[src/rtl/axis_pkg.sv]
// Shared types and defaults for the AXI-Stream arbiter blocks.
// State encoding is fixed so status taps can decode it directly.
package axis_pkg;

  localparam int DEF_DATA_W = 8;
  localparam int DEF_CNT_W  = 16;

  typedef enum logic [1:0] {
    ST_IDLE   = 2'd0,
    ST_GRANT1 = 2'd1,
    ST_GRANT2 = 2'd2
  } state_t;

endpackage

[src/rtl/axis_out_reg.sv]
// Single-entry AXI-Stream output register.
// Upstream may load whenever the slot is empty or draining this cycle.
module axis_out_reg #(
  parameter int DATA_W = 8
) (
  input  logic              clk,
  input  logic              reset,
  input  logic              i_valid,
  input  logic [DATA_W-1:0] i_data,
  input  logic              i_last,
  output logic              o_ready,
  output logic              o_valid,
  output logic [DATA_W-1:0] o_data,
  output logic              o_last,
  input  logic              i_ready
);

  logic              r_valid;
  logic [DATA_W-1:0] r_data;
  logic              r_last;
  logic              w_load;

  assign o_ready = ~r_valid | i_ready;
  assign w_load  = i_valid & o_ready;

  always_ff @(posedge clk) begin
    if (reset) begin
      r_valid <= 1'b0;
      r_data  <= '0;
      r_last  <= 1'b0;
    end else if (w_load) begin
      r_valid <= 1'b1;
      r_data  <= i_data;
      r_last  <= i_last;
    end else if (r_valid & i_ready) begin
      r_valid <= 1'b0;
    end
  end

  assign o_valid = r_valid;
  assign o_data  = r_data;
  assign o_last  = r_last;

endmodule

[src/rtl/axis_rr_arb2.sv]
// Packet-aware round-robin arbiter for two AXI-Stream slaves.
// Grant is held from first beat through s_last, then re-arbitrated.
module axis_rr_arb2
  import axis_pkg::*;
#(
  parameter int DATA_W = DEF_DATA_W,
  parameter int CNT_W  = DEF_CNT_W
) (
  input  logic              clk,
  input  logic              reset,
  input  logic [DATA_W-1:0] s_data_1,
  input  logic              s_valid_1,
  output logic              s_ready_1,
  input  logic              s_last_1,
  input  logic [DATA_W-1:0] s_data_2,
  input  logic              s_valid_2,
  output logic              s_ready_2,
  input  logic              s_last_2,
  output logic [DATA_W-1:0] m_data,
  output logic              m_valid,
  input  logic              m_ready,
  output logic              m_last,
  output logic              sel,
  output logic              busy,
  output logic [CNT_W-1:0]  pkt_cnt_1,
  output logic [CNT_W-1:0]  pkt_cnt_2
);

  state_t             r_state;
  state_t             w_state_nxt;
  logic               r_sel;
  logic               w_sel_nxt;
  logic [CNT_W-1:0]   r_cnt_1;
  logic [CNT_W-1:0]   r_cnt_2;
  logic               w_out_rdy;
  logic               w_rdy_1;
  logic               w_rdy_2;
  logic               w_acc_1;
  logic               w_acc_2;
  logic               w_in_valid;
  logic [DATA_W-1:0]  w_in_data;
  logic               w_in_last;

  always_ff @(posedge clk) begin
    if (reset) begin
      r_state <= ST_IDLE;
      r_sel   <= 1'b1;
    end else begin
      r_state <= w_state_nxt;
      r_sel   <= w_sel_nxt;
    end
  end

  // In IDLE a tie goes to the port that did not win last time.
  always_comb begin
    w_state_nxt = r_state;
    w_sel_nxt   = r_sel;
    w_rdy_1     = 1'b0;
    w_rdy_2     = 1'b0;
    case (r_state)
      ST_IDLE: begin
        if (s_valid_1 && (!s_valid_2 || r_sel)) begin
          w_state_nxt = ST_GRANT1;
          w_sel_nxt   = 1'b0;
        end else if (s_valid_2) begin
          w_state_nxt = ST_GRANT2;
          w_sel_nxt   = 1'b1;
        end
      end
      ST_GRANT1: begin
        w_rdy_1 = w_out_rdy;
        if (s_valid_1 && w_out_rdy && s_last_1)
          w_state_nxt = ST_IDLE;
      end
      ST_GRANT2: begin
        w_rdy_2 = w_out_rdy;
        if (s_valid_2 && w_out_rdy && s_last_2)
          w_state_nxt = ST_IDLE;
      end
      default: w_state_nxt = ST_IDLE;
    endcase
  end

  assign w_acc_1    = s_valid_1 & w_rdy_1;
  assign w_acc_2    = s_valid_2 & w_rdy_2;
  assign w_in_valid = w_acc_1 | w_acc_2;
  assign w_in_data  = w_acc_2 ? s_data_2 : s_data_1;
  assign w_in_last  = w_acc_2 ? s_last_2 : s_last_1;

  axis_out_reg #(
    .DATA_W (DATA_W)
  ) u_out (
    .clk     (clk),
    .reset   (reset),
    .i_valid (w_in_valid),
    .i_data  (w_in_data),
    .i_last  (w_in_last),
    .o_ready (w_out_rdy),
    .o_valid (m_valid),
    .o_data  (m_data),
    .o_last  (m_last),
    .i_ready (m_ready)
  );

  always_ff @(posedge clk) begin
    if (reset) begin
      r_cnt_1 <= '0;
      r_cnt_2 <= '0;
    end else begin
      if (w_acc_1 && s_last_1)
        r_cnt_1 <= r_cnt_1 + CNT_W'(1);
      if (w_acc_2 && s_last_2)
        r_cnt_2 <= r_cnt_2 + CNT_W'(1);
    end
  end

  assign s_ready_1 = w_rdy_1;
  assign s_ready_2 = w_rdy_2;
  assign sel       = r_sel;
  assign busy      = (r_state != ST_IDLE);
  assign pkt_cnt_1 = r_cnt_1;
  assign pkt_cnt_2 = r_cnt_2;

endmodule

[config.mk]
export PLATFORM = sky130hd
export DESIGN_NAME = axis_rr_arb2
export DESIGN_NICKNAME = d
export VERILOG_FILES = /design/src/rtl/axis_pkg.sv /design/src/rtl/axis_out_reg.sv /design/src/rtl/axis_rr_arb2.sv
export SDC_FILE = /design/constraint.sdc
export NUM_CORES = 1
export LEC_CHECK = 0
export BUFFER_PORTS_ARGS = -buffer_cell sky130_fd_sc_hd__buf_4
export CAP_MARGIN = 40
export CORE_ASPECT_RATIO = 1.4
export CORE_UTILIZATION = 45
export CTS_BUF_LIST = sky130_fd_sc_hd__clkbuf_4 sky130_fd_sc_hd__clkbuf_8
export DETAILED_ROUTE_END_ITERATION = 12
export MAX_ROUTING_LAYER = met4
export PLACE_DENSITY = 0.75
export SLEW_MARGIN = 20
export SYNTH_ARGS = -nofsm -noshare
export SYNTH_HDL_FRONTEND = slang
export SYNTH_SLANG_ARGS = --single-unit
[constraint.sdc]
create_clock -name clk -period 3.5 [get_ports clk]
set_clock_uncertainty 0.2 [all_clocks]
set_input_delay 0 -clock clk [delete_from_list [all_inputs] [get_ports clk]]
set_output_delay 0 -clock clk [all_outputs]
set_load 0.05 [all_outputs]
Word-level counts from Yosys, hierarchy flattened
Cells that the tools add are included.

Bitwise gates (word level): 7. Reductions and logical operators: 15. Add/sub/neg operators: 2. Equality and inequality tests: 5. Muxes and demuxes: 13.

Operators with widths (count): $add 16x1->16 const B (2); $mux 2 (4); $mux 8 (1); $logic_and 1x1->1 (7); $mux 1 (7); $pmux 2 s3 (1); $reduce_bool 2->1 (3); $and 1x1->1 (4); $ne 2x2->1 const B (2); $ne 3x3->1 const B (1); $reduce_and 3->1 (1); $eq 2x1->1 const B (1); $eq 2x2->1 const B (1); $logic_not 2->1 (1); $or 1x1->1 (2); $reduce_and 2->1 (1); $logic_not 1->1 (1); $logic_or 1x1->1 (1); $not 1->1 (1).

Word-level logic and storage cells: 49. Output and inout bits: 46. Input port bits: 23. Flip-flop bits (word level): 45.

Depth between registers and ports, before layout
Word-level depth: 7. Gate-level depth with buffers: 6. Depth with buffers taken out: 5.

Modules after synthesis
From an unflattened synthesis, not the netlist that was laid out.

Cell total of the unflattened synthesis: 253. Area total of the unflattened synthesis: 2319.7 µm².

Modules (own cells, without submodules): axis_rr_arb2 (cells each 208, times used 1, sequential area each 700.7 µm², area each 1849.3 µm²); axis_out_reg (cells each 45, times used 1, sequential area each 200.2 µm², area each 470.5 µm²).

Worst setup path before layout
No wires, ideal clock.

Path kind: reg-to-reg. Start point: register r_cnt_2[4] (netlist: pkt_cnt_2[4]). End point: register r_cnt_2[12] (netlist: pkt_cnt_2[12]). Stages on the path, launching flop included: 6. Data arrival time: 2.094 ns. Clock period less this slack: 2.365 ns. Required time: 3.230 ns. Setup slack: 1.135 ns. Buffers on the path: 1. Library setup time: 0.070 ns. Cell sequence: dfxtp_1 -> nand4_2 -> or4_1 -> clkbuf_1 -> or3_1 -> a21oi_1.

Cells in the longest elaborated chain, start to end: 1.

RTL lines: from (decl) (line axis_rr_arb2.sv:34) `logic [CNT_W-1:0] r_cnt_2;`; from (signal assigned) (line axis_rr_arb2.sv:113) `r_cnt_2 <= r_cnt_2 + CNT_W'(1);`; $add 16x1->16 (line axis_rr_arb2.sv:113).

Every way passes these cells. A chain may end at the register's enable or synchronous reset.

Worst setup path in the final report
Start point: register u_out.r_valid (netlist: u_out.o_valid). End point: register u_out.r_data[3] (netlist: u_out.o_data[3]).

Cells in the longest elaborated chain, start to end: 6. Elaborated cells between the ends (all ways): 9. Classes of those cells: mux (3); bitwise (6).

RTL lines: from (decl) (line axis_out_reg.sv:18) `logic r_valid;`; from (signal assigned) (line axis_out_reg.sv:28) `r_valid <= 1'b0;`; from (signal assigned) (line axis_out_reg.sv:32) `r_valid <= 1'b1;`; from (signal assigned) (line axis_out_reg.sv:36) `r_valid <= 1'b0;`; $not 1->1 (*) (line axis_out_reg.sv:23) `assign o_ready = ~r_valid | i_ready;`; $or 1x1->1 (*) (line axis_out_reg.sv:23); $mux 1 (line axis_rr_arb2.sv:60) `case (r_state)`; $and 1x1->1 (on tied branches) (line axis_rr_arb2.sv:84, axis_rr_arb2.sv:85); $or 1x1->1 (line axis_rr_arb2.sv:86) `assign w_in_valid = w_acc_1 | w_acc_2;`; $and 1x1->1 (line axis_out_reg.sv:24) `assign w_load = i_valid & o_ready;`; to (signal assigned) (line axis_out_reg.sv:33) `r_data <= i_data;`; to (decl) (line axis_out_reg.sv:19) `logic [DATA_W-1:0] r_data;`.

Mark *: on every way between the ends. The rest lies on a longest branch, timed or not.

==> flow_summary_export.csv <==
group,metric,value,unit
clock_network,insertion_delay,290,ps
synthesis,syn_avg_cell_area,8.71,um^2
clock_network,clockBufferDepth,2,
clock_network,clock_sinks,45,
worst_setup_path,r2r_cells,5,
routing,routed_wl,5.16,mm
placed_design,io_buffer_count,68,
pwr,clkPwrFrac,30.8,%
worst_setup_path,rr_startpoint,"u_out.o_valid",
worst_hold_path,hold-path-cell-count,4,
routing,met2_length,2.81,mm
timing,hold_violations,0,
timing,fin_crit_sh,71.4,%
worst_setup_path,cp.required,3510,ps
clock_network,cts_repair_resize_count,0,
synthesis,yosysTopAreaCell,"dfxtp_1",
synthesis,yosys_warnings,0,
routing,drt-vias-per-instance,5.36,
die,start_util,46.9,%
synthesis,syn-cell-area,2110,um^2
grt,grt_overflow,0,
routing,vias,2096,
pwr,p_leak,1.20,nW
timing,slew-limit-headroom,62.7,%
grt,groute.usage.overall,23.3,%
worst_setup_path,cp_top_family,"simple AND/OR/NAND/NOR gates",
worst_setup_path,worstSetupEndpointType,"flop",
grt,grt_pass1_vias,1965,
pwr,vdd_drop_max,0.000307,V
placed_design,dp.cells,361,
die,die_h,83.0,um
clock_network,cts-root-buf,"clkbuf_8",
cells_and_area,fillers,408,
synthesis,synth-edff-count,0,
clock_network,cts_tree,"built",
synthesis,syn-num-nets,267,
clock_network,clk_pin_slew_worst_paths,80,ps
die,die_w,59.9,um
timing,setup_slack,1000,ps
die,row_count,29,
routing,highest_layer,"met4",
die,die_area,4970,um^2
pwr,power_density,385,nW/um^2
routing,drt-met1-wl,2.05,mm
worst_setup_path,ff2ff_setup_slack,1000,ps
worst_setup_path,slowest_stage,"dlygate4sd3_1",
placed_design,gp_congestion,0.771,
worst_setup_path,path_buf_inv,1,
placed_design,pre_cts_ws,1390,ps
worst_setup_path,crit_path_start,"u_out.o_valid",
timing,tightest_slew,558,ps
timing,setup_tns,0,ps
worst_hold_path,worstHoldStart,"s_last_2",
timing,fmax,0.400,GHz
synthesis,ys_seq_area_share,42.7,%
timing,min_period,2500,ps
grt,grt_pass1_wl,8.72,mm
pwr,p_sw,0.000334,W
pwr,p_total,0.00114,W
routing,antenna_left,0,
job,max-cap-violations,0,
pwr,sequentialPowerShare,47.8,%
clock_network,cts_buffers,5,
routing,wl_met3,211,um
synthesis,synth.top_cells.by_area,"dfxtp_1, a21oi_1, mux2i_1",
synthesis,ys_ff_latch,45,
worst_setup_path,path_cells,"or2b_1 > nand3_1 > mux2i_1 > dlygate4sd3_1 > a211oi_1",
synthesis,synthMostInstantiatedCell,"dfxtp_1",
worst_setup_path,start_kind,"flop",
timing,final_max_slew_viol_count,0,
synthesis,synth_common_cells,"dfxtp_1, nor2_1, a21oi_1",
worst_hold_path,holdPathEnd,"r_state[0]",
synthesis,syn_inst,242,
routing,wl_per_cell,13.2,um
cells_and_area,multiInputGateArea,1130,um^2
grt,antenna_found_initial,0,
clock_network,htree_levels,2,
cells_and_area,fin_cells,391,
pwr,swShare,29.3,%
routing,first_iter_violations,83,
pwr,p_int,0.000806,W
clock_network,cts_setup_buffers,0,
pwr,combinationalPowerShare,21.4,%
worst_setup_path,path_max_fanout,9,
synthesis,synth.top_cell.area_share,42.7,%
synthesis,ys.flop_type,"dfxtp_1",
timing,setup_violations,0,
cells_and_area,synthToLayoutAreaGrowth,40.5,%
routing,dr.pass1.iters,4,
worst_setup_path,crit_type,"reg2reg",
grt,grt_max_degree,47,
clock_network,hold_buffers,22,
cells_and_area,nets,353,
die,core,4500,um^2
cells_and_area,layout-drive-gt1-share,25.2,%
timing,rsz0062_at_grt,"no",
synthesis,yosysUniqueCellTypes,39,
worst_setup_path,r2r_end,"u_out.o_data[3]",
worst_setup_path,crit_path_max_incr_delay,590,ps
worst_hold_path,min_path_type,"in2reg",
synthesis,synthArstFlopShare,0,%
placed_design,place_hpwl,3.43,mm
outcome,status,"finished clean",
worst_setup_path,arrival,2510,ps
cells_and_area,antenna_cells,0,
routing,drc_errors,0,
die,io_pins,69,
cells_and_area,register_area,901,um^2
## layout by cell type, fill, tap and decap left out, types with 5 or more instances in the layout
| cell type | n |
|---|---|
| dlygate4sd3_1 | 22 |
| nand3_1 | 9 |
| buf_4 | 69 |
| dfxtp_1 | 45 |
| nand2_1 | 10 |
| a21oi_1 | 22 |
| and4_1 | 5 |
| o21ai_0 | 15 |
| mux2i_1 | 10 |
| a211oi_1 | 9 |
| nor2_1 | 26 |
| or3_1 | 15 |
| nor3_1 | 5 |
| a31oi_1 | 5 |
| xnor2_1 | 7 |
| nand4_1 | 9 |
| clkbuf_8 | 7 |
## cell families (layout without fill, tap and decap cells)
| kind of cell | Yosys count | in the layout | synth area share [%] |
|---|---|---|---|
| flip-flops | 45 | 45 | 42.7 |
| AND/OR/NAND/NOR | 103 | 103 | 28.0 |
| multiplexers | 11 | 11 | 5.28 |
| buffers and inverters | 16 | 103 | 3.68 |
| XOR/XNOR | 11 | 11 | 4.57 |
| AO/OA/AOI/OAI | 54 | 54 | 14.5 |
| adder cells (fa/ha/maj) | 2 | 2 | 1.19 |
## cell type report
cell class              instances  share of cell area [%]
clock buffers                   7                    3.25
flip-flops and latches         45                    30.4
inverters                       4                   0.507
multi-input cells             181                    38.1
clock inverters                 1                   0.169
well taps                      62                    2.62
repair buffers                 91                    24.9
## how the worst max path moves through the flow
stage                            endpoint  slack [ps]  depth (start not counted)
after floorplan             pkt_cnt_2[12]        1140                          5
after global placement      pkt_cnt_2[10]        1460                          4
after detailed placement    pkt_cnt_2[12]        1390                          4
after CTS                 u_out.o_data[3]        1040                          5
after global routing      u_out.o_data[6]         850                          5
final                     u_out.o_data[3]        1000                          5
## power by group through the flow
stage	combinational, W	clock [W]	sequential [W]
global placement	0.000214	0	0.000556
detailed placement	0.000215	0	0.000557
finish	0.000244	0.000351	0.000545
floorplan	0.0000919	0	0.000611
global route	0.000261	0.000385	0.000548
CTS	0.000240	0.000361	0.000545
## tightest hold or removal path, stage by stage
cell and delay (ps):
buf_4 90, and2_1 140, a21oi_1 80, nor3_1 140
## stage by stage
step,hold slack (ps),utilization [%],instance area (um^2)
after floorplan,8.79,-,2110
after global routing,6.55,65.9,2960
after detailed placement,155,58.7,2640
after CTS,5.86,65.9,2960
after global placement,150,58.7,2640
final,3.79,65.9,2960
## registers in the layout, summed over array words and instances (netlist names)
name,flops
u_out.o_last,1
u_out.o_data,8
pkt_cnt_1,16
r_state,2
u_out.o_valid,1
pkt_cnt_2,16
sel,1
## per-layer routing
metal,vias up,global-route usage [%]
met5,-,-
met4,0,7.40
met3,10,5.30
met2,52,40.4
met1,979,25.3
li1,1055,-
Power figures use the tool's default switching activity.
